--- src/rtl/ungrouper_pkg.sv ---
`default_nettype none
// ============================================================================
// Module      : ungrouper_pkg
// Description : Shared state encoding and constants for the ungrouper.
// Revision    : 1.0 - initial release
// ============================================================================
package ungrouper_pkg;

    typedef enum logic [2:0] {
        IDLE  = 3'd0,
        FETCH = 3'd1,
        SEEK  = 3'd2,
        COPY  = 3'd3,
        SEP   = 3'd4,
        TERM  = 3'd5,
        DONE  = 3'd6,
        ERR   = 3'd7
    } ungrouper_state;

    localparam logic [2:0] c_ST_IDLE  = IDLE;
    localparam logic [2:0] c_ST_FETCH = FETCH;
    localparam logic [2:0] c_ST_SEEK  = SEEK;
    localparam logic [2:0] c_ST_COPY  = COPY;
    localparam logic [2:0] c_ST_SEP   = SEP;
    localparam logic [2:0] c_ST_TERM  = TERM;
    localparam logic [2:0] c_ST_DONE  = DONE;
    localparam logic [2:0] c_ST_ERR   = ERR;

    // Delimiter between vocab entries, also the separator/terminator written out
    localparam int SEP_BYTE = 0;

endpackage
`default_nettype wire

--- src/rtl/ungrouper_vocab_locator.sv ---
`default_nettype none
// ============================================================================
// Module      : ungrouper_vocab_locator
// Description : Walks vocab memory to the start of the entry for a token ID.
// Revision    : 1.0 - initial release
// ============================================================================
module ungrouper_vocab_locator #(
    parameter int ADDR_WIDTH = 4,
    parameter int DATA_WIDTH = 8
) (
    input  logic                  clk,
    input  logic                  rst_n,
    input  logic                  start,
    input  logic                  seek,
    input  logic                  step,
    input  logic [DATA_WIDTH-1:0] token,
    input  logic [DATA_WIDTH-1:0] val_vocab,
    output logic [ADDR_WIDTH-1:0] av,
    output logic                  found,
    output logic                  fail
);
    import ungrouper_pkg::*;

    localparam logic [DATA_WIDTH-1:0] c_TOK_ONE  = DATA_WIDTH'(1);
    localparam logic [ADDR_WIDTH-1:0] c_ADDR_ONE = ADDR_WIDTH'(1);

    logic [ADDR_WIDTH-1:0] r_av;
    logic [DATA_WIDTH-1:0] r_remaining;
    logic                  w_delim;
    logic                  w_av_last;

    assign w_delim   = (val_vocab == DATA_WIDTH'(SEP_BYTE));
    assign w_av_last = &r_av;

    // Stepping off the last address would wrap, so the walk fails there
    assign fail  = seek && w_av_last;
    assign found = seek && !w_av_last && w_delim && (r_remaining == c_TOK_ONE);
    assign av    = r_av;

    always_ff @(posedge clk or negedge rst_n) begin
        if (!rst_n) begin
            r_av        <= '0;
            r_remaining <= '0;
        end else if (start) begin
            r_av        <= '0;
            r_remaining <= token - c_TOK_ONE;
        end else if (seek && !w_av_last) begin
            r_av <= r_av + c_ADDR_ONE;
            if (w_delim) begin
                r_remaining <= r_remaining - c_TOK_ONE;
            end
        end else if (step) begin
            r_av <= r_av + c_ADDR_ONE;
        end
    end

endmodule
`default_nettype wire

--- src/rtl/ungrouper.sv ---
`default_nettype none
// ============================================================================
// Module      : ungrouper
// Description : Expands a zero-terminated token stream into vocab byte strings.
//               Optional macro UNGROUPER_SEP_EN writes a zero after each entry.
// Revision    : 1.0 - initial release
// ============================================================================
module ungrouper #(
    parameter int ADDR_WIDTH = 4,
    parameter int DATA_WIDTH = 8
) (
    input  logic                  clk,
    input  logic                  rst_n,
    input  logic                  cs,
    input  logic [DATA_WIDTH-1:0] val_token,
    input  logic [DATA_WIDTH-1:0] val_vocab,
    output logic [ADDR_WIDTH-1:0] at,
    output logic [ADDR_WIDTH-1:0] av,
    output logic [ADDR_WIDTH-1:0] ao,
    output logic [DATA_WIDTH-1:0] dout,
    output logic                  ow,
    output logic                  done,
    output logic                  err
);
    import ungrouper_pkg::*;

    localparam logic [DATA_WIDTH-1:0] c_TOK_ONE  = DATA_WIDTH'(1);
    localparam logic [ADDR_WIDTH-1:0] c_ADDR_ONE = ADDR_WIDTH'(1);

    logic [2:0]            r_state;
    logic [ADDR_WIDTH-1:0] r_at;
    logic [ADDR_WIDTH-1:0] r_ao;
    logic [ADDR_WIDTH-1:0] r_wp;
    logic [DATA_WIDTH-1:0] r_dout;
    logic                  r_ow;
    logic                  r_done;
    logic                  r_err;
    logic                  r_first;

    logic [ADDR_WIDTH-1:0] w_av;
    logic                  w_found;
    logic                  w_fail;
    logic                  w_loc_start;
    logic                  w_tok_zero;
    logic                  w_voc_zero;
    logic                  w_at_last;
    logic                  w_wp_last;
    logic                  w_av_last;
    logic                  w_copy_wr;

    assign w_tok_zero = (val_token == '0);
    assign w_voc_zero = (val_vocab == DATA_WIDTH'(SEP_BYTE));
    assign w_at_last  = &r_at;
    assign w_wp_last  = &r_wp;
    assign w_av_last  = &w_av;

    assign w_loc_start = (r_state == c_ST_FETCH) && !w_tok_zero && !w_at_last;
    // r_wp is the next free output address; slot all-ones is kept for the terminator
    assign w_copy_wr   = (r_state == c_ST_COPY) && !w_voc_zero && !w_av_last && !w_wp_last;

    ungrouper_vocab_locator #(
        .ADDR_WIDTH (ADDR_WIDTH),
        .DATA_WIDTH (DATA_WIDTH)
    ) u_vocab_locator (
        .clk       (clk),
        .rst_n     (rst_n),
        .start     (w_loc_start),
        .seek      (r_state == c_ST_SEEK),
        .step      (w_copy_wr),
        .token     (val_token),
        .val_vocab (val_vocab),
        .av        (w_av),
        .found     (w_found),
        .fail      (w_fail)
    );

    always_ff @(posedge clk or negedge rst_n) begin
        if (!rst_n) begin
            r_state <= c_ST_IDLE;
            r_at    <= '0;
            r_ao    <= '0;
            r_wp    <= '0;
            r_dout  <= '0;
            r_ow    <= 1'b0;
            r_done  <= 1'b0;
            r_err   <= 1'b0;
            r_first <= 1'b0;
        end else begin
            case (r_state)
                c_ST_IDLE: begin
                    r_ow <= 1'b0;
                    if (cs) begin
                        r_at    <= '0;
                        r_ao    <= '0;
                        r_wp    <= '0;
                        r_done  <= 1'b0;
                        r_err   <= 1'b0;
                        r_state <= c_ST_FETCH;
                    end
                end
                c_ST_FETCH: begin
                    r_ow <= 1'b0;
                    if (w_tok_zero) begin
                        r_state <= c_ST_TERM;
                    end else if (w_at_last) begin
                        r_state <= c_ST_ERR;
                    end else begin
                        r_first <= 1'b1;
                        r_state <= (val_token == c_TOK_ONE) ? c_ST_COPY : c_ST_SEEK;
                    end
                end
                c_ST_SEEK: begin
                    r_ow <= 1'b0;
                    if (w_fail) begin
                        r_state <= c_ST_ERR;
                    end else if (w_found) begin
                        r_first <= 1'b1;
                        r_state <= c_ST_COPY;
                    end
                end
                c_ST_COPY: begin
                    if (w_copy_wr) begin
                        r_ow    <= 1'b1;
                        r_dout  <= val_vocab;
                        r_ao    <= r_wp;
                        r_wp    <= r_wp + c_ADDR_ONE;
                        r_first <= 1'b0;
                    end else begin
                        r_ow <= 1'b0;
                        if (!w_voc_zero || r_first) begin
                            r_state <= c_ST_ERR;
                        end else begin
`ifdef UNGROUPER_SEP_EN
                            r_state <= c_ST_SEP;
`else
                            r_at    <= r_at + c_ADDR_ONE;
                            r_state <= c_ST_FETCH;
`endif
                        end
                    end
                end
`ifdef UNGROUPER_SEP_EN
                c_ST_SEP: begin
                    if (w_wp_last) begin
                        r_ow    <= 1'b0;
                        r_state <= c_ST_ERR;
                    end else begin
                        r_ow    <= 1'b1;
                        r_dout  <= DATA_WIDTH'(SEP_BYTE);
                        r_ao    <= r_wp;
                        r_wp    <= r_wp + c_ADDR_ONE;
                        r_at    <= r_at + c_ADDR_ONE;
                        r_state <= c_ST_FETCH;
                    end
                end
`endif
                c_ST_TERM: begin
                    r_ow    <= 1'b1;
                    r_dout  <= DATA_WIDTH'(SEP_BYTE);
                    r_ao    <= r_wp;
                    r_state <= c_ST_DONE;
                end
                c_ST_DONE: begin
                    r_ow   <= 1'b0;
                    r_done <= 1'b1;
                    if (!cs) begin
                        r_state <= c_ST_IDLE;
                    end
                end
                c_ST_ERR: begin
                    r_ow   <= 1'b0;
                    r_err  <= 1'b1;
                    r_done <= 1'b1;
                    if (!cs) begin
                        r_state <= c_ST_IDLE;
                    end
                end
                default: begin
                    r_ow    <= 1'b0;
                    r_state <= c_ST_IDLE;
                end
            endcase
        end
    end

    assign at   = r_at;
    assign av   = w_av;
    assign ao   = r_ao;
    assign dout = r_dout;
    assign ow   = r_ow;
    assign done = r_done;
    assign err  = r_err;

endmodule
`default_nettype wire

--- config.mk ---
export PLATFORM = sky130hd
export DESIGN_NAME = ungrouper
export DESIGN_NICKNAME = d
export VERILOG_FILES = /design/src/rtl/ungrouper_pkg.sv /design/src/rtl/ungrouper_vocab_locator.sv /design/src/rtl/ungrouper.sv
export SDC_FILE = /design/constraint.sdc
export NUM_CORES = 1
export LEC_CHECK = 0
export ABC_AREA = 1
export CORE_MARGIN = 1.5
export CORE_UTILIZATION = 55
export DETAILED_ROUTE_END_ITERATION = 7
export PLACE_DENSITY = 0.84
export SETUP_SLACK_MARGIN = 0.1
export SYNTH_ARGS = -nofsm -noshare
export SYNTH_HDL_FRONTEND = slang
export SYNTH_SLANG_ARGS = --single-unit
--- constraint.sdc ---
create_clock -name clk -period 3.35 [get_ports clk]
set_clock_uncertainty 0.05 [all_clocks]
set_input_delay 0.335 -clock clk [delete_from_list [all_inputs] [get_ports clk]]
set_output_delay 0.335 -clock clk [all_outputs]
set_load 0.02 [all_outputs]
=== After elaboration in Yosys (flattened, before gate mapping) ===
Cells that the tools add are included.

* $add $sub $neg: 5
* Multipliers: 0
* Divide/modulo/power cells: 0
* Order comparisons: 0
* Equality and inequality tests: 18
* Shifts and indexed selects: 0
* Multiplexer cells: 37
* Bitwise logic cells: 0
* Reductions and logical operators: 40

{| class="wikitable"
|+ Operator list
! operator !! number
|-
| 4-bit 2-to-1 mux || 8
|-
| 8-bit 2-to-1 mux || 4
|-
| 3-bit 2-to-1 mux || 8
|-
| 4-bit AND reduction || 5
|-
| 3-bit case mux with 6 select lines || 1
|-
| 8-bit by 1-bit == test with 1-bit output (second input constant) || 2
|-
| 8-bit zero test || 2
|-
| 2-bit inequality test (second input constant) || 8
|-
| 4-bit case mux with 2 select lines || 2
|-
| 8-bit case mux with 2 select lines || 1
|-
| 8-bit by 1-bit subtractor with 8-bit output (second input constant) || 2
|-
| 4-bit by 1-bit adder with 4-bit output (second input constant) || 3
|-
| 4-bit case mux with 3 select lines || 1
|-
| 2-bit nonzero test || 6
|-
| 3-bit == test (second input constant) || 3
|-
| 1-bit logical AND || 9
|-
| 3-bit nonzero test || 3
|-
| 1-bit 2-to-1 mux || 8
|-
| 2-bit AND reduction || 4
|-
| 3-bit by 2-bit == test with 1-bit output (second input constant) || 2
|-
| 1-bit case mux with 2 select lines || 3
|-
| 3-bit AND reduction || 2
|-
| 6-bit AND reduction || 1
|-
| 1-bit zero test || 5
|-
| 7 further kinds || 7
|}

* Bits in registers: 39
* Bits in latches: 0
* Memory bits (writable): 0
* Bits in read-only memories: 0
* Input port bits: 19
* Output and inout bits: 23
* Logic and storage cells: 111
* Memories: 0

=== Depth between registers and ports, before layout ===
Gate-level depths: netlist of run 1.

* Word-level depth: 8
* Depth in mapped cells: 10
* Mapped depth without buffers: 10

=== Cells and area by module ===
A second synthesis of run 1 with hierarchy kept.

* Cell total of the unflattened synthesis: 338
* Area total of the unflattened synthesis: 2,411.1 µm²

{| class="wikitable"
|+ Modules (own cells, without submodules)
! module !! times used !! cells each !! area an instance (µm²) !! sequential area each (µm²)
|-
| ungrouper || 1 || 189 || 1,465.2 || 675.6
|-
| ungrouper_vocab_locator || 1 || 149 || 945.9 || 300.3
|}

=== Worst setup path after synthesis of run 1 ===
OpenSTA, ideal clock, no wires.

* Kind: register to register
* Start point: register u_vocab_locator.r_av[0], in the netlist u_vocab_locator.av[0]
* End point: register u_vocab_locator.r_remaining[6]
* Library setup time: 124 ps
* Arrival time: 1,448 ps
* Data required time: 3,176 ps
* Slack: 1,728 ps
* Cell stages (with the launch flop): 10
* Path buffers: 0
* Clock period less this slack: 1,622 ps
* Path through: dfrtp_1 ha_1 nand2_1 nor2_1 nor2_2 nand2_1 nand2_1 inv_1 nand2_1 nand3_1

* Word-level cells in the longest chain between the ends: 5

{| class="wikitable"
|+ Ends and longest elaborated chain
! what !! RTL line !! text
|-
| from (decl) || ungrouper_vocab_locator.sv:27 || <nowiki>logic [ADDR_WIDTH-1:0] r_av;</nowiki>
|-
| from (signal assigned) || ungrouper_vocab_locator.sv:48 || <nowiki>r_av <= r_av + c_ADDR_ONE;</nowiki>
|-
| from (signal assigned) || ungrouper_vocab_locator.sv:53 || <nowiki>r_av <= r_av + c_ADDR_ONE;</nowiki>
|-
| 4-bit AND reduction || ungrouper_vocab_locator.sv:33 || <nowiki>assign w_av_last = &r_av;</nowiki>
|-
| 1-bit zero test || ungrouper_vocab_locator.sv:47 || <nowiki>end else if (seek && !w_av_last) begin</nowiki>
|-
| 1-bit logical AND || ungrouper_vocab_locator.sv:47 ||
|-
| 2-bit nonzero test (no line) || -- ||
|-
| 2-bit AND reduction (no line) || -- ||
|-
| to (signal assigned) || ungrouper_vocab_locator.sv:46 || <nowiki>r_remaining <= token - c_TOK_ONE;</nowiki>
|-
| to (signal assigned) || ungrouper_vocab_locator.sv:50 || <nowiki>r_remaining <= r_remaining - c_TOK_ONE;</nowiki>
|-
| to (decl) || ungrouper_vocab_locator.sv:28 || <nowiki>logic [DATA_WIDTH-1:0] r_remaining;</nowiki>
|}

Every way passes these cells.
A chain may end at the register's enable or synchronous reset.

=== Worst setup path after layout of run 1 ===
* Start point: input port val_token[0]
* End point: register u_vocab_locator.r_remaining[0]

* Word-level cells in the longest chain between the ends: 6
* Elaborated cells on any way between the ends: 9
* Classes of those cells: 1 x add/sub; 1 x mux; 7 x reduce/logical

{| class="wikitable"
|+ Ends and longest elaborated chain
! what !! RTL line !! text
|-
| from (decl) || ungrouper.sv:15 || <nowiki>input logic [DATA_WIDTH-1:0] val_token,</nowiki>
|-
| parallel branches: the longest is 6 deep, another holds 8-bit by 1-bit subtractor with 8-bit output || -- ||
|}

Several ways; the timed one is not identified.

==> results of run 1 <==
==> per-layer routing <==
metal / track usage (%) / wire, um / vias up / part of all wire (%)
li1: - / - / 1064 / -
met1: 30.69 / 2194 / 959 / 45
met2: 37.50 / 2383 / 66 / 49
met3: 6.167 / 238 / 8 / 4.9
met4: 7.908 / 59 / 0 / 1.2
met5: 0 / 0 / - / 0
==> how the worst max path moves through the flow <==
stage | to | from
floorplan | u_vocab_locator.r_remaining[6] | u_vocab_locator.av[0]
global route | u_vocab_locator.r_remaining[4] | val_token[0]
detailed placement | u_vocab_locator.r_remaining[0] | val_token[0]
finish | u_vocab_locator.r_remaining[0] | val_token[0]
global placement | u_vocab_locator.r_remaining[6] | val_token[0]
CTS | u_vocab_locator.r_remaining[7] | val_token[0]
==> sequential cells by signal, summed over array words and instances, names as in the netlist <==
register,count
r_state,3
r_wp,4
r_first,1
u_vocab_locator.av,4
ow,1
dout,8
err,1
u_vocab_locator.r_remaining,8
done,1
at,4
ao,4
==> cell type report <==
class / count / area, um^2 / area share (%)
sequential: 39 / 975.9 / 34.21
timing repair buffer: 41 / 405.4 / 14.21
multi-input combinational: 231 / 1164 / 40.79
tap: 50 / 62.56 / 2.193
inverter: 30 / 112.6 / 3.947
clock inverter: 2 / 60.06 / 2.105
clock buffer: 6 / 72.57 / 2.544
==> per-stage QoR <==
| step | util [%] | cells |
|---|---|---|
| after floorplan | - | 303 |
| after global placement | 68.49 | 391 |
| after detailed placement | 68.49 | 391 |
| after CTS | 71.83 | 399 |
| after global routing | 71.83 | 399 |
| final | 71.83 | 399 |
==> power by group through the flow <==
stage               Sequential, W  Clock, W  Combinational (W)
detailed placement       0.000828         0            0.00123
global route             0.000848  0.000492            0.00140
floorplan                0.000927         0           0.000728
global placement         0.000823         0            0.00120
CTS                      0.000823  0.000475            0.00124
finish                   0.000825  0.000469            0.00124
==> cell usage in the layout (no fill, tap or decap) <==
master,synthesis,final
nor2_2,2,2
inv_2,2,2
a21oi_1,8,8
bufinv_16,0,2
clkinv_1,1,1
o211ai_1,4,4
inv_1,27,27
or2_0,1,1
a21oi_2,1,1
xor2_1,6,6
xnor2_1,7,7
o21ai_1,1,1
dfrtp_1,39,39
o21ai_0,17,17
nor2_1,41,41
clkbuf_1,0,1
nand3_2,1,1
nand2_1,82,82
nor3b_1,1,1
nor2_4,3,3
clkdlybuf4s50_1,0,40
clkbuf_8,0,5
nand2_2,1,1
nand4_1,1,1
nand3_1,41,41
or2_2,4,4
ha_1,8,8
buf_2,1,1
o22ai_1,1,1
==> logic make-up (layout without fill, tap and decap cells) <==
kind of cell	count (synthesis)	count (layout)	synth area share [%]
and+or+nand+nor	178	178	34.09
adders and majority gates	8	8	4.405
AOI/OAI and AO/OA	32	32	7.709
xor gates and xnor gates	13	13	5.011
buffers and inverters	33	79	5.837
DFF	39	39	42.95
==> worst max-delay path: stages <==
cell,delay [ns]
clkdlybuf4s50_1,0.42
inv_1,0.14
ha_1,0.16
nand2_1,0.05
nor2_1,0.17
nor2_1,0.08
nand2_1,0.32
nand2_1,0.21
inv_1,0.16
a21oi_1,0.08
==> flow_metrics.env, run 1 <==
export IMPL_drt_pre_antenna_iters=5
export IMPL_synth_avg_cell_area_um2=7.499
export IMPL_htree_levels=2
export IMPL_synth_edf_count=0
export IMPL_fin_ws_ns=1.356
export IMPL_grt_antenna_before_repair=0
export IMPL_post_route_min_period_ns=1.994
export IMPL_cts_root_buf="clkbuf_8"
export IMPL_synth_fp_nets=330
export IMPL_cts_tree="yes"
export IMPL_arrival_ns=2.12
export IMPL_syn_area_um2=2272
export IMPL_netlist_top_cells_count="nand2_1, nand3_1, nor2_1, dfrtp_1, inv_1"
export IMPL_p_per_area_nw_per_um2=886.6
export IMPL_post_cts_setup_buffer_count=0
export IMPL_postLayoutCellArea_um2=2853
export IMPL_max_freq_mhz=501.6
export IMPL_vias=2097
export IMPL_die_h_um=67.28
export IMPL_status="completed"
export IMPL_timing_slew_headroom_pct=43.12
export IMPL_drt_iter0_markers=130
export IMPL_wire_per_inst_um=12.22
export IMPL_rr_endpoint="r_wp[2]"
export IMPL_finalCritPeriodShare_pct=59.52
export IMPL_gp_congestion=0.8723
export IMPL_synth_most_common_cell="nand2_1"
export IMPL_r2r_start="u_vocab_locator.av[0]"
export IMPL_ys_seq_elements=39
export IMPL_wirelength_um=4876
export IMPL_synth_cell_types=26
export IMPL_worst_pin_slew_ns=0.8533
export IMPL_grt_pass1_vias=1813
export IMPL_setup_violations=0
export IMPL_antenna_left=0
export IMPL_reg2reg_depth=9
export IMPL_ys_seq_area_share_pct=42.95
export IMPL_vias_per_cell=5.256
export IMPL_p_leak_nw=1.360
export IMPL_ios=42
export IMPL_hold_viol_final=0
export IMPL_hold_path_class="primary input to asynchronous set/reset pin"
export IMPL_cp_required_ns=3.48
export IMPL_peakVddDrop_uv=468.1
export IMPL_yosys_area_top_type="dfrtp_1"
export IMPL_p_seq_share_pct=32.6
export IMPL_hold_buffers=0
export IMPL_antenna_cells=0
export IMPL_critPathLaunchType="primary input"
export IMPL_drive_above_1_share_pct=6.304
export IMPL_cts_sinks=39
export IMPL_row_count=23
export IMPL_fill_cells=329
export IMPL_p_sw_share_pct=42.76
export IMPL_grt_util_all_layers_pct=23.36
export IMPL_async_reset_ff_share_pct=100.0
export IMPL_synth_area_leaders="dfrtp_1, nand2_1, nand3_1, nor2_1, inv_1"
export IMPL_pwr_share_clk_pct=18.5
export IMPL_ys_warn_count=0
export IMPL_grt_max_degree=40
export IMPL_area_growth_syn_to_layout_pct=25.55
export IMPL_p_int_w=0.001448
export IMPL_synth_top_area_share_pct=42.95
export IMPL_place_area_um2=2720
export IMPL_dieArea_um2=4526
export IMPL_place_port_buffers=41
export IMPL_initial_utilization_pct=57.21
export IMPL_cts_resized_gates=0
export IMPL_clk_pin_slew_ns=0.08
export IMPL_maxCapViolCount=0
export IMPL_clock_latency_ns=0.29
export IMPL_drv_slew=0
export IMPL_core_area_um2=3971
export IMPL_dp_slack_ns=1.066
export IMPL_cp_max_fo=14
export IMPL_power_frac_comb_pct=48.9
export IMPL_p_sw_w=0.001081
export IMPL_drc=0
export IMPL_tritoncts_num_buffers=5
export IMPL_dpl_hpwl_um=3568
export IMPL_yosys_most_used_dff="dfrtp_1"
export IMPL_worst_hold_slack_ns=0.09599
export IMPL_rsz0062_at_grt="no"
export IMPL_crit_path_end_kind="register"
export IMPL_die_w_um=67.28
export IMPL_r2r_slack_ns=1.44
export IMPL_grt_pass1_wl_um=7914
export IMPL_grt_ovfl_total=0
export IMPL_path_class="primary input to register"
export IMPL_clockBufferDepth=2
export IMPL_finalPower_w=0.002529
export IMPL_finalNetCount=375
export IMPL_finalSetupTns_ns=0
export IMPL_syn_inst=303
(Power assumes the default switching activity.)
==> run 2: changes to the inputs <==
- CORE_UTILIZATION: 55 -> 52
- PLACE_DENSITY: 0.84 -> 0.8
- clock period: 3.35 -> 2 ns (I/O delays scaled with it)
==> flow_metrics.env, run 2 (synthesized netlist as in run 1, its figures left out) <==
export IMPL_status="completed"
export IMPL_drt_iter0_markers=167
export IMPL_antenna_left=0
export IMPL_final_cell_mix="nand2_1, nand3_1, nor2_1"
export IMPL_setup_violations=0
export IMPL_die_w_um=69.10
export IMPL_grt_pass1_wl_um=8728
export IMPL_worst_pin_slew_ns=0.4898
export IMPL_multi_input_area_um2=1169
export IMPL_cp_max_fo=6
export IMPL_cts_sinks=39
export IMPL_crit_family="simple AND/OR/NAND/NOR gates"
export IMPL_placedCellCount=399
export IMPL_vias_per_cell=5.216
export IMPL_finalNetCount=384
export IMPL_final_cells=408
export IMPL_place_port_buffers=41
export IMPL_finalSetupTns_ns=0
export IMPL_vias=2128
export IMPL_cp_slowest_cell="dfrtp_1"
export IMPL_dpl_hpwl_um=3761
export IMPL_clk_pin_slew_ns=0.07
export IMPL_hold_viol_final=0
export IMPL_drv_slew=0
export IMPL_post_route_min_period_ns=1.788
export IMPL_grt_max_degree=40
export IMPL_cp_required_ns=2.12
export IMPL_critPathLaunchType="register"
export IMPL_fill_cells=364
export IMPL_dieArea_um2=4775
export IMPL_cts_root_buf="clkbuf_8"
export IMPL_p_leak_nw=1.380
export IMPL_core_area_um2=4086
export IMPL_whs_path_depth=3
export IMPL_postLayoutCellArea_um2=2877
export IMPL_initial_utilization_pct=55.60
export IMPL_arrival_ns=1.91
export IMPL_reg2reg_depth=9
export IMPL_cp_depth=9
export IMPL_peakVddDrop_uv=798.4
export IMPL_finalCritPeriodShare_pct=89.42
export IMPL_cts_tree="yes"
export IMPL_grt_pass1_vias=1994
export IMPL_cpMostUsedCell="nand2_1"
export IMPL_register_area_um2=975.9
export IMPL_die_h_um=69.10
export IMPL_grt_antenna_before_repair=0
export IMPL_crit_path_end_kind="register"
export IMPL_dp_slack_ns=0.07231
export IMPL_drive_above_1_share_pct=8.659
export IMPL_grt_util_all_layers_pct=22.05
export IMPL_path_buf_inv=1
export IMPL_fin_ws_ns=0.2116
export IMPL_maxCapViolCount=0
export IMPL_clock_latency_ns=0.29
export IMPL_clockBufferDepth=2
export IMPL_htree_levels=2
export IMPL_area_growth_syn_to_layout_pct=26.60
export IMPL_post_cts_setup_buffer_count=0
export IMPL_p_per_area_nw_per_um2=1407
export IMPL_wire_per_inst_um=12.15
export IMPL_hold_path_class="primary input to register"
export IMPL_cpPeakStageDelay_ns=0.42
export IMPL_drt_pre_antenna_iters=4
export IMPL_crit_chain="ha_1, nand2_1, nor2_1, nor2_2, nand2_2, inv_1, nand2_1, nand3_1, o211ai_1"
export IMPL_gp_congestion=0.8430
export IMPL_ios=42
export IMPL_finalPower_w=0.004048
export IMPL_wirelength_um=4957
export IMPL_timing_slew_headroom_pct=67.35
export IMPL_path_class="register to register"
export IMPL_grt_ovfl_total=0
export IMPL_mostFrequentLayoutCell="nand2_1"
export IMPL_tritoncts_num_buffers=5
export IMPL_rsz0062_at_grt="no"
export IMPL_place_area_um2=2780
export IMPL_r2r_slack_ns=0.21
export IMPL_row_count=23
export IMPL_drc=0
export IMPL_max_freq_mhz=559.2
export IMPL_antenna_cells=0
run 2: metal layers:
metal	GRT usage (%)	share of wire [%]	wire length [um]
met5	0	0	0
met4	7.407	1.6	81
met3	4.094	5.4	269
met2	36.00	48	2362
met1	29.53	45	2243
run 2: per-stage QoR:
| step | utilization [%] | hold slack [ns] |
|---|---|---|
| after floorplan | - | -0.1456 |
| after detailed placement | 68.03 | 0.2386 |
| after CTS | 70.27 | 0.4264 |
| after global placement | 68.03 | 0.2302 |
| final | 70.39 | 0.4234 |
| after global routing | 70.39 | 0.4466 |
run 2: what timing repair did:
action	CTS	global route
hold endpoints to repair	39	0
hold buffers	1	0
setup endpoints to repair	0	6
gates resized for setup	0	2
run 2: path summary, 6_finish.rpt:
| check | to | startpoint |
|---|---|---|
| setup / recovery | u_vocab_locator.r_remaining[2] | u_vocab_locator.av[0] |
| hold / removal | dout[6] | val_vocab[6] |
| setup reg to reg | u_vocab_locator.r_remaining[2] | u_vocab_locator.av[0] |
| hold reg to reg | r_first | r_first |
| max in group asynchronous | r_state[1] | rst_n |
| min in group asynchronous | u_vocab_locator.av[3] | rst_n |
run 2: tightest hold or removal path, stage by stage:
cell	delay, ns
clkdlybuf4s50_1	0.41
nand2_1	0.07
nand2_1	0.05
run 2: layout make-up:
| cell class | instances | share of cell area (%) |
|---|---|---|
| multi-input combinational | 231 | 40.63 |
| sequential | 39 | 33.93 |
| timing repair buffer | 50 | 16.53 |
| inverter | 30 | 3.915 |
| clock buffer | 7 | 2.653 |
| tap | 50 | 2.175 |
| clock inverter | 1 | 0.1740 |
run 2: power breakdown:
part | total [W] | switching, W | internal, W
combinational | 0.00214 | 0.00128 | 0.000866
clock | 0.000515 | 0.000270 | 0.000245
sequential | 0.00139 | 0.000278 | 0.00111
